<file path="src/rtl/dcache_wbb_l2_wb_ctrl.sv">
`default_nettype none
// ============================================================================
// Module      : dcache_wbb_l2_wb_ctrl
// Description : Write-back controller between the L1 D-cache victim buffer
//               (WBB) and the L2 request/answer arbiter. Picks the next ready
//               victim, tags it, issues it to L2, and on each L2 answer tells
//               the WBB to retire (clr) or re-arm (wup) the matching entry.
//               Owns the write-back tag counter and the in-flight count.
// Options     : `define DCACHE_WBB_PERF_EN adds saturating completion / nack
//               counters; otherwise the perf ports are tied to zero.
// Ports       : clk_i, rst_ni (sync, active-low)
//               d1_busy_i                - D1 owns the WBB port this cycle
//               wbb_req_available_i,
//               wbb_line_i, wbb_line_addr_i - next ready victim from the WBB
//               wbb_put_wait_o, wbb_new_tag_o - park entry + assign tag
//               wbb_tag_cmp_o / wbb_tag_hit_i  - WBB tag lookup
//               wbb_clr_o, wbb_wup_o     - retire / wake the hit entry
//               l2_req_*                 - valid/ready write-back request
//               l2_ans_*                 - valid/ready tagged answer
//               outst_o, err_o           - in-flight count, sticky error
//               perf_wb_cnt_o, perf_nack_cnt_o - optional perf counters
// Revision    : 1.0 - initial release
// ============================================================================
module dcache_wbb_l2_wb_ctrl #(
    parameter  int LINE_W    = 512,
    parameter  int LADDR_W   = 26,
    parameter  int TAG_W     = 4,
    parameter  int MAX_OUTST = 4,
    localparam int OUTST_W   = $clog2(MAX_OUTST + 1)
) (
    input  logic                clk_i,
    input  logic                rst_ni,
    input  logic                d1_busy_i,
    input  logic                wbb_req_available_i,
    input  logic [LINE_W-1:0]   wbb_line_i,
    input  logic [LADDR_W-1:0]  wbb_line_addr_i,
    output logic                wbb_put_wait_o,
    output logic [TAG_W-1:0]    wbb_new_tag_o,
    output logic [TAG_W-1:0]    wbb_tag_cmp_o,
    input  logic                wbb_tag_hit_i,
    output logic                wbb_clr_o,
    output logic                wbb_wup_o,
    output logic                l2_req_valid_o,
    input  logic                l2_req_ready_i,
    output logic [LINE_W-1:0]   l2_req_line_o,
    output logic [LADDR_W-1:0]  l2_req_addr_o,
    output logic [TAG_W-1:0]    l2_req_tag_o,
    input  logic                l2_ans_valid_i,
    output logic                l2_ans_ready_o,
    input  logic [TAG_W-1:0]    l2_ans_tag_i,
    input  logic                l2_ans_ok_i,
    output logic [OUTST_W-1:0]  outst_o,
    output logic                err_o,
    output logic [31:0]         perf_wb_cnt_o,
    output logic [31:0]         perf_nack_cnt_o
);

    localparam logic [OUTST_W-1:0] c_max_outst = OUTST_W'(MAX_OUTST);

    typedef enum logic [0:0] {
        ST_IDLE = 1'b0,
        ST_REQ  = 1'b1
    } state_t;

    state_t               r_state;
    logic [TAG_W-1:0]     r_tag;
    logic [OUTST_W-1:0]   r_outst;
    logic                 r_err;
    logic [LINE_W-1:0]    r_line;
    logic [LADDR_W-1:0]   r_addr;
    logic [TAG_W-1:0]     r_req_tag;

    logic w_ans_ready;
    logic w_ans_hs;
    logic w_outst_nz;
    logic w_ans_good;
    logic w_ans_bad;
    logic w_start;

    // Answers are taken whenever D1 does not own the WBB port; held off
    // during reset so no WBB command can escape while state is being cleared.
    assign w_ans_ready = rst_ni & ~d1_busy_i;
    assign w_ans_hs    = l2_ans_valid_i & w_ans_ready;
    assign w_outst_nz  = (r_outst != '0);
    // An answer only acts on the WBB if it matches a parked entry and we
    // actually have something in flight; anything else is a protocol error.
    assign w_ans_good  = w_ans_hs & wbb_tag_hit_i & w_outst_nz;
    assign w_ans_bad   = w_ans_hs & ~(wbb_tag_hit_i & w_outst_nz);

    // Answer path owns the WBB port when it handshakes, so a new issue waits;
    // this also makes outst increment and decrement mutually exclusive.
    assign w_start = rst_ni & (r_state == ST_IDLE) & wbb_req_available_i &
                     ~d1_busy_i & (r_outst < c_max_outst) & ~w_ans_hs;

    always_ff @(posedge clk_i) begin
        if (!rst_ni) begin
            r_state   <= ST_IDLE;
            r_tag     <= '0;
            r_outst   <= '0;
            r_err     <= 1'b0;
            r_line    <= '0;
            r_addr    <= '0;
            r_req_tag <= '0;
        end else begin
            case (r_state)
                ST_IDLE: begin
                    if (w_start) begin
                        r_state   <= ST_REQ;
                        r_line    <= wbb_line_i;
                        r_addr    <= wbb_line_addr_i;
                        r_req_tag <= r_tag;
                    end
                end
                ST_REQ: begin
                    if (l2_req_ready_i) begin
                        r_state <= ST_IDLE;
                    end
                end
                default: r_state <= ST_IDLE;
            endcase

            if (w_start) begin
                r_tag <= r_tag + TAG_W'(1);
            end

            if (w_start) begin
                r_outst <= r_outst + OUTST_W'(1);
            end else if (w_ans_good) begin
                r_outst <= r_outst - OUTST_W'(1);
            end

            if (w_ans_bad) begin
                r_err <= 1'b1;
            end
        end
    end

    assign wbb_put_wait_o = w_start;
    assign wbb_new_tag_o  = r_tag;
    assign wbb_tag_cmp_o  = l2_ans_tag_i;
    assign wbb_clr_o      = w_ans_good & l2_ans_ok_i;
    assign wbb_wup_o      = w_ans_good & ~l2_ans_ok_i;

    assign l2_req_valid_o = (r_state == ST_REQ);
    assign l2_req_line_o  = r_line;
    assign l2_req_addr_o  = r_addr;
    assign l2_req_tag_o   = r_req_tag;
    assign l2_ans_ready_o = w_ans_ready;

    assign outst_o = r_outst;
    assign err_o   = r_err;

`ifdef DCACHE_WBB_PERF_EN
    logic [31:0] r_perf_wb;
    logic [31:0] r_perf_nack;

    always_ff @(posedge clk_i) begin
        if (!rst_ni) begin
            r_perf_wb   <= '0;
            r_perf_nack <= '0;
        end else begin
            if (w_ans_good && l2_ans_ok_i && (r_perf_wb != 32'hFFFF_FFFF)) begin
                r_perf_wb <= r_perf_wb + 32'd1;
            end
            if (w_ans_good && !l2_ans_ok_i && (r_perf_nack != 32'hFFFF_FFFF)) begin
                r_perf_nack <= r_perf_nack + 32'd1;
            end
        end
    end

    assign perf_wb_cnt_o   = r_perf_wb;
    assign perf_nack_cnt_o = r_perf_nack;
`else
    assign perf_wb_cnt_o   = '0;
    assign perf_nack_cnt_o = '0;
`endif

endmodule
`default_nettype wire

</file>
<file path="config.mk">
export PLATFORM = sky130hd
export DESIGN_NAME = dcache_wbb_l2_wb_ctrl
export DESIGN_NICKNAME = d
export VERILOG_FILES = /design/src/rtl/dcache_wbb_l2_wb_ctrl.sv
export SDC_FILE = /design/constraint.sdc
export NUM_CORES = 1
export LEC_CHECK = 0
export ABC_CLOCK_PERIOD_IN_PS = 5200
export CAP_MARGIN = 10
export CORE_AREA = 2 2 463 465
export CTS_CLUSTER_SIZE = 16
export DETAILED_ROUTE_END_ITERATION = 6
export DIE_AREA = 0 0 465 467
export GPL_ROUTABILITY_DRIVEN = 0
export PLACE_DENSITY = 0.3
export SYNTH_ARGS = -nofsm -noshare
export SYNTH_HDL_FRONTEND = slang
export SYNTH_SLANG_ARGS = --single-unit
</file>
<file path="constraint.sdc">
create_clock -name clk_i -period 5.2 [get_ports clk_i]
set_input_delay 1.3 -clock clk_i [delete_from_list [all_inputs] [get_ports clk_i]]
set_output_delay 1.3 -clock clk_i [all_outputs]
set_load 0.02 [all_outputs]
</file>
* Yosys cells after proc, flatten, opt, wreduce, memory -nomap -nowiden *
Index checks and enable logic that the tools add are counted.

word-level totals
  flip-flop bits (word level) = 551
  input bits = 550
  output and inout port bits = 623
  logic and storage cells = 37

operators by class
  $add $sub $neg = 3
  magnitude comparators = 1
  multiplexer cells = 5
  bitwise logic cells = 18
  reduce and logical (&&, ||, !) cells = 3

operator list
  operator               count
  $and A1 B1 Y1          13
  $mux W3                2
  $not A1 Y1             5
  $add A4 B1 Y4 const B  1
  $add A3 B1 Y3 const B  1
  $lt A3 B3 Y1 const B   1
  $reduce_bool A3 Y1     1
  $sub A3 B1 Y3 const B  1
  $mux W1                2
  $pmux W1 S2            1
  $reduce_and A2 Y1      1
  $reduce_bool A2 Y1     1

* Longest topological paths before layout *
Gate-level depths: netlist of the first run.

  depth after elaboration = 8
  gate-level depth with buffers = 8
  mapped depth without buffers = 6

* Least setup slack after synthesis of the first run *
Ideal clock, no wire load.

  path kind = input-to-output
  start = input port d1_busy_i
  end = output port wbb_put_wait_o
  data arrival time = 2.188 ns
  data required time = 3.900 ns
  slack = 1.712 ns
  stages = 5
  path buffers = 2
  cells stage by stage = and2b_2 -> nand4b_4 -> inv_2 -> buf_6 -> buf_6

on the way
  cells in the longest elaborated chain, start to end = 5
  elaborated cells on any way between the ends = 7
  those cells by class = 7 x bitwise

RTL lines
  element          line    text
  start, declared  33      input logic d1_busy_i,
  $not A1 Y1 *     82, 93
  $and A1 B1 Y1    82      assign w_ans_ready = rst_ni & ~d1_busy_i;
  $and A1 B1 Y1    83      assign w_ans_hs = l2_ans_valid_i & w_ans_ready;
  $not A1 Y1       93      ~d1_busy_i & (r_outst < c_max_outst) & ~w_ans_hs;
  $and A1 B1 Y1 *  93
  end, declared    37      output logic wbb_put_wait_o,

Every way passes the cells marked *; elsewhere a longest branch is shown, timed or not.

* Final worst setup path of the first run *
Ends and elaborated chain as after synthesis.

==> results of run 1 <==
## Yosys cell counts (2+ instances only)
master,number
xnor2_1,2
a21boi_0,544
clkbuf_1,60
nand2_1,1091
buf_2,5
nand3_1,2
buf_6,101
buf_4,84
mux2i_1,2
dfxtp_1,551
o21ai_0,2
nor2_1,3
## critical path, delay by kind of cell
family | cells | cell delay [ns]
buffers and inverters | 3 | 1.32
AND/OR/NAND/NOR | 2 | 0.45
## cell families (layout without fill, tap and decap cells)
| logic type | Yosys count | after routing | synth area share [%] |
|---|---|---|---|
| adder cells (fa/ha/maj) | 2 | 2 | 0.1517 |
| flip-flops | 551 | 551 | 51.44 |
| AO/OA/AOI/OAI | 550 | 550 | 19.24 |
| buffers and inverters | 252 | 1264 | 9.447 |
| AND/OR/NAND/NOR | 1103 | 1103 | 19.52 |
| XOR/XNOR | 2 | 2 | 0.08170 |
| other | 1 | 78 | 0.01749 |
| multiplexers | 2 | 2 | 0.09336 |
## sequential cells by signal, summed over array words and instances (netlist names)
name / flops
err_o: 1
l2_req_addr_o: 26
l2_req_line_o: 512
l2_req_tag_o: 4
l2_req_valid_o: 1
outst_o: 3
wbb_new_tag_o: 4
## power by group
part,internal (mW),switching [mW],leakage [nW]
Clock,3.34,2.31,1.28
Combinational,0.620,0.534,6.17
Sequential,4.32,0.0522,4.46
## routing by layer
layer	vias up	share of wire (%)
met5	-	0.30
li1	9809	-
met3	166	12
met2	883	45
met4	62	1.5
met1	9390	42
## area by class of cell
type                            instances  area, um^2  share of cell area, %
Timing Repair Buffer                 1120       11270                  30.33
Sequential cell                       551       11030                  29.70
Multi-Input combinational cell       1723        8623                  23.22
Tap cell                             2821        3530                  9.504
Clock buffer                          119        2362                  6.361
Clock inverter                         23       276.5                 0.7446
Antenna cell                           14       35.03                0.09433
Inverter                                2       15.01                0.04043
## path summary, 6_finish.rpt
| check | to | cells past startpoint | slack [ns] | from |
|---|---|---|---|---|
| min reg2reg | l2_req_addr_o[5]$_SDFFE_PN0P_ | 2 | 0.46 | l2_req_addr_o[5]$_SDFFE_PN0P_ |
| min | l2_req_addr_o[5]$_SDFFE_PN0P_ | 2 | 0.46 | l2_req_addr_o[5]$_SDFFE_PN0P_ |
| max | wbb_put_wait_o | 5 | 0.83 | d1_busy_i |
| max reg2reg | l2_req_line_o[165]$_SDFFE_PN0P_ | 6 | 2.63 | outst_o[2]$_SDFFE_PN0P_ |
==> flow_metrics.py, run 1 <==
metrics = {
    "yosys": {
        "syn_area_per_cell_um2": 8.706,
        "synthDistinctLibCells": 28,
        "async_flop_share_pct": 0,
        "synth_top_cell_area_share_pct": 51.44,
        "synth_edf_count": 0,
        "yosys_warnings": 0,
        "yosys-top-cells-area": "dfxtp_1 51%, nand2_1 19%, a21boi_0 19%",
        "seq_area_frac_synth_pct": 51.44,
        "yosys.area.top_type": "dfxtp_1",
        "ys_ff_latch": 551,
        "syn_inst": 2463,
        "ys.flop_type": "dfxtp_1",
        "netlist_area_um2": 21440,
    },
    "setup_path": {
        "arrival_ns": 3.07,
        "required_ns": 3.90,
        "cp-start-kind": "primary input",
        "cpMostUsedCell": "clkdlybuf4s50_1",
        "worst_setup_path_end_kind": "output pin",
        "path_class": "primary input to output pin",
        "worst_path_max_delay_cell": "clkdlybuf4s50_1",
        "cp_max_fo": 22,
        "slowest_delay_ns": 0.65,
        "crit_chain": "clkdlybuf4s50_1 > and2b_2 > nand4b_4 > inv_8 > clkdlybuf4s50_1",
    },
    "timing": {
        "fin_tns_setup_ns": 0,
        "relSlewSlack_pct": 29.55,
        "final_hold_viol_count": 0,
        "worst_pin_slew_ns": 1.057,
        "drv_slew": 0,
        "grt_setup_unrepaired": "false",
        "finalSetupViolCount": 0,
        "clock.fmax_mhz": 228.7,
        "worst_slack_ns": 0.8270,
        "post-route-period-util_pct": 84.10,
        "clock-skew-final_ns": 0.01951,
        "min_period_ns": 4.373,
        "whs_ns": 0.4612,
    },
    "clock_tree": {
        "cts_made_buffers": 81,
        "cts_tree": "done",
        "clk_pin_slew_ns": 0.05,
        "cts-hold-fix-buffers": 0,
        "post_cts_resize_count": 0,
        "cts_root_buf": "clkbuf_16",
        "cts.path.max_buffers": 3,
        "clk_latency_ns": 0.69,
        "h-tree-depth": 3,
        "cts.sink_count": 551,
        "postCtsSetupRepairBufs": 0,
    },
    "finish": {
        "layout_commonest_cell": "clkdlybuf4s50_1",
        "nets": 4031,
        "final_cell_area_um2": 37140,
        "drive_gt1_share_pct": 4.098,
        "area_delta_synth_final_pct": 73.19,
        "n_fill_cell": 23836,
        "final_cell_mix": "1099 x clkdlybuf4s50_1, 1091 x nand2_1, 551 x dfxtp_1, 544 x a21boi_0, 83 x clkbuf_16",
        "instances_no_fill": 6373,
        "post-route-util_pct": 17.55,
    },
    "placed_design": {
        "pre_cts_ws_ns": 0.8087,
        "port_buffers": 1100,
        "place_area_um2": 34460,
        "dp.final_hpwl_um": 99950,
        "placed_cells": 6217,
    },
    "global_routing": {
        "gr-usage-met2_pct": 18.51,
        "antenna_found_initial": 70,
        "busiest_layer": "met2",
        "grt-ovfl-total": 0,
        "grt_pass1_vias": 20471,
        "grt_pass1_wl_um": 177200,
        "use_met1_pct": 13.62,
        "grt_use_met3_pct": 6.545,
        "grtUsageTotal_pct": 11.63,
        "grt_max_degree": 181,
    },
    "detailed_routing": {
        "drt_iter0_drc": 762,
        "wl_per_cell_um": 20.71,
        "vias_per_cell": 3.187,
        "first_pass_iters": 4,
        "via_count": 20310,
        "ant_nets": 0,
        "wl_um": 132000,
        "drc_errors": 0,
    },
    "floorplanning": {
        "coreArea_um2": 211700,
        "rows": 169,
        "initial_utilization_pct": 10.13,
        "dieArea_um2": 217200,
        "die_x_um": 465,
        "ios": 1173,
        "die_h_um": 467,
    },
    "power": {
        "vdd_drop_max_mv": 0.2290,
        "leakagePower_nw": 11.91,
        "p_per_area_nw_per_um2": 300.7,
        "totalPowerFinal_mw": 11.17,
    },
    "min_path": {
        "hold_path.class": "register to register",
    },
    "outcome": {
        "status": "finished, final reports clean",
    },
    "flow_run": {
        "drv_cap": 0,
    },
}
No activity file was read; power rests on OpenSTA's default activity.
==> run 2, diff against run 1 <==
- ABC_CLOCK_PERIOD_IN_PS: 5200 -> 4200
- CORE_AREA: 2 2 463 465 -> 2 2 453 455
- DIE_AREA: 0 0 465 467 -> 0 0 455 457
- clock period: 5.2 -> 4.2 ns (I/O delays scaled with it)
==> run 2 against run 1 <==
Global-route usage grew 0.31 points. Critical path depth is the same. Register-to-register slack got worse by 0.82 ns. First-iteration DRC count rose by 7.6%. Via count decreased by 0.78%. Clock-buffer cell count increased by 4. Combinational power is 26% higher. Worst hold slack lost 0.00099 ns. Sequential power is 24% higher. Critical path type unchanged. Largest cell class unchanged. Largest power group unchanged.
==> flow_metrics.py, run 2 (same netlist as run 1, synthesis figures left out) <==
metrics = {
    "detailed_routing": {
        "wl_per_cell_um": 20.75,
        "via_count": 20152,
        "drt_iter0_drc": 820,
        "wl_um": 129900,
        "vias_per_cell": 3.219,
        "ant_nets": 0,
        "drc_errors": 0,
        "first_pass_iters": 5,
    },
    "setup_path": {
        "required_ns": 3.15,
        "cp-start-kind": "primary input",
        "worst_setup_path_end_kind": "output pin",
        "path_class": "primary input to output pin",
        "cpMostUsedCell": "clkdlybuf4s50_1",
        "worst_path_max_delay_cell": "clkdlybuf4s50_1",
        "cp_max_fo": 3,
        "arrival_ns": 2.91,
        "crit_chain": "clkdlybuf4s50_1 > o31a_1 > nand3_1 > nor2_1 > clkdlybuf4s50_1",
        "slowest_delay_ns": 0.66,
    },
    "finish": {
        "instances_no_fill": 6261,
        "area_delta_synth_final_pct": 73.21,
        "n_fill_cell": 22804,
        "layout_commonest_cell": "clkdlybuf4s50_1",
        "drive_gt1_share_pct": 4.364,
        "nets": 4045,
        "final_cell_mix": "1098 x clkdlybuf4s50_1, 1091 x nand2_1, 551 x dfxtp_1, 544 x a21boi_0, 81 x clkbuf_16",
        "largest_register_ffs": 512,
    },
    "global_routing": {
        "grt_pass1_vias": 20074,
        "grt_max_degree": 166,
        "grtUsageTotal_pct": 11.94,
        "grt-ovfl-total": 0,
        "antenna_found_initial": 53,
        "grt_pass1_wl_um": 173000,
    },
    "placed_design": {
        "placed_cells": 6099,
        "dp.final_hpwl_um": 98730,
        "port_buffers": 1100,
    },
    "timing": {
        "min_period_ns": 3.956,
        "worst_pin_slew_ns": 1.149,
        "whs_ns": 0.4602,
        "drv_slew": 0,
        "final_hold_viol_count": 0,
        "fin_tns_setup_ns": 0,
        "finalSetupViolCount": 0,
        "clock.fmax_mhz": 252.8,
        "grt_setup_unrepaired": "false",
        "post-route-period-util_pct": 94.18,
        "relSlewSlack_pct": 23.39,
        "clock-skew-final_ns": 0.02352,
    },
    "floorplanning": {
        "die_x_um": 455,
        "coreArea_um2": 203300,
        "die_h_um": 457,
        "dieArea_um2": 207900,
        "initial_utilization_pct": 10.55,
        "ios": 1173,
        "rows": 166,
    },
    "min_path": {
        "hold_path.class": "register to register",
    },
    "clock_tree": {
        "cts_root_buf": "clkbuf_16",
        "cts.path.max_buffers": 3,
        "cts-hold-fix-buffers": 0,
        "post_cts_resize_count": 0,
        "cts_tree": "done",
        "postCtsSetupRepairBufs": 0,
        "cts.sink_count": 551,
        "h-tree-depth": 3,
        "clk_pin_slew_ns": 0.06,
        "cts_made_buffers": 80,
        "clk_latency_ns": 0.70,
    },
    "power": {
        "leakagePower_nw": 11.99,
        "vdd_drop_max_mv": 0.2607,
        "p_per_area_nw_per_um2": 370.8,
    },
    "outcome": {
        "status": "finished, final reports clean",
    },
    "flow_run": {
        "drv_cap": 0,
    },
}
-- run 2: cell types whose count changed in the layout (fill, tap and decap cells not counted), sizes merged --
cell | before | now
clkdlybuf4s50 | 1099 | 1098
clkinv | 12 | 10
buf | 21 | 37
bufinv | 4 | 3
diode | 14 | 21
clkbuf | 119 | 123
clkinvlp | 4 | 2
-- run 2: final timing paths --
check | start | end | slack (ns) | depth (start not counted)
min | l2_req_line_o[315]$_SDFFE_PN0P_ | l2_req_line_o[315]$_SDFFE_PN0P_ | 0.46 | 2
min reg2reg | l2_req_line_o[315]$_SDFFE_PN0P_ | l2_req_line_o[315]$_SDFFE_PN0P_ | 0.46 | 2
max | wbb_tag_hit_i | wbb_clr_o | 0.24 | 5
max reg2reg | outst_o[2]$_SDFFE_PN0P_ | l2_req_line_o[382]$_SDFFE_PN0P_ | 1.81 | 9
-- run 2: through the flow --
stage,util [%],power (mW),cell area [um^2],setup WS (ns)
5_1_grt,18.24,14.46,37100,0.1256
6_report,18.27,13.77,37140,0.2444
3_5_place_dp,16.95,7.003,34470,0.2411
2_1_floorplan,-,6.097,21680,1.212
3_3_place_gp,16.95,7.005,34470,0.2157
4_1_cts,18.24,14.20,37090,0.2384
-- run 2: worst max-delay path: cells and delay by family --
kind | cells | cell delay (ns)
AO/OA/AOI/OAI | 1 | 0.23
buffers and inverters | 2 | 1.28
AND/OR/NAND/NOR | 2 | 0.34
-- run 2: area by class of cell --
cell class	count	area [um^2]	share of cell area (%)
flip-flops and latches	551	11030	29.70
multi-input cells	1723	8623	23.22
inverters	2	15.01	0.04043
well taps	2688	3363	9.055
clock buffers	123	2345	6.313
repair buffers	1135	11440	30.80
diodes	21	52.55	0.1415
clock inverters	18	272.8	0.7344
-- run 2: power breakdown --
group | switching, mW | internal [mW]
Combinational | 0.671 | 0.776
Sequential | 0.0725 | 5.34
Clock | 2.86 | 4.05
-- run 2: metal layers --
metal / global-route usage, % / wire length, um / vias up
met5: 0 / 292 / -
met4: 3.622 / 3062 / 42
met3: 5.782 / 14340 / 155
met2: 18.87 / 58290 / 794
met1: 14.14 / 53970 / 9298
li1: - / - / 9863
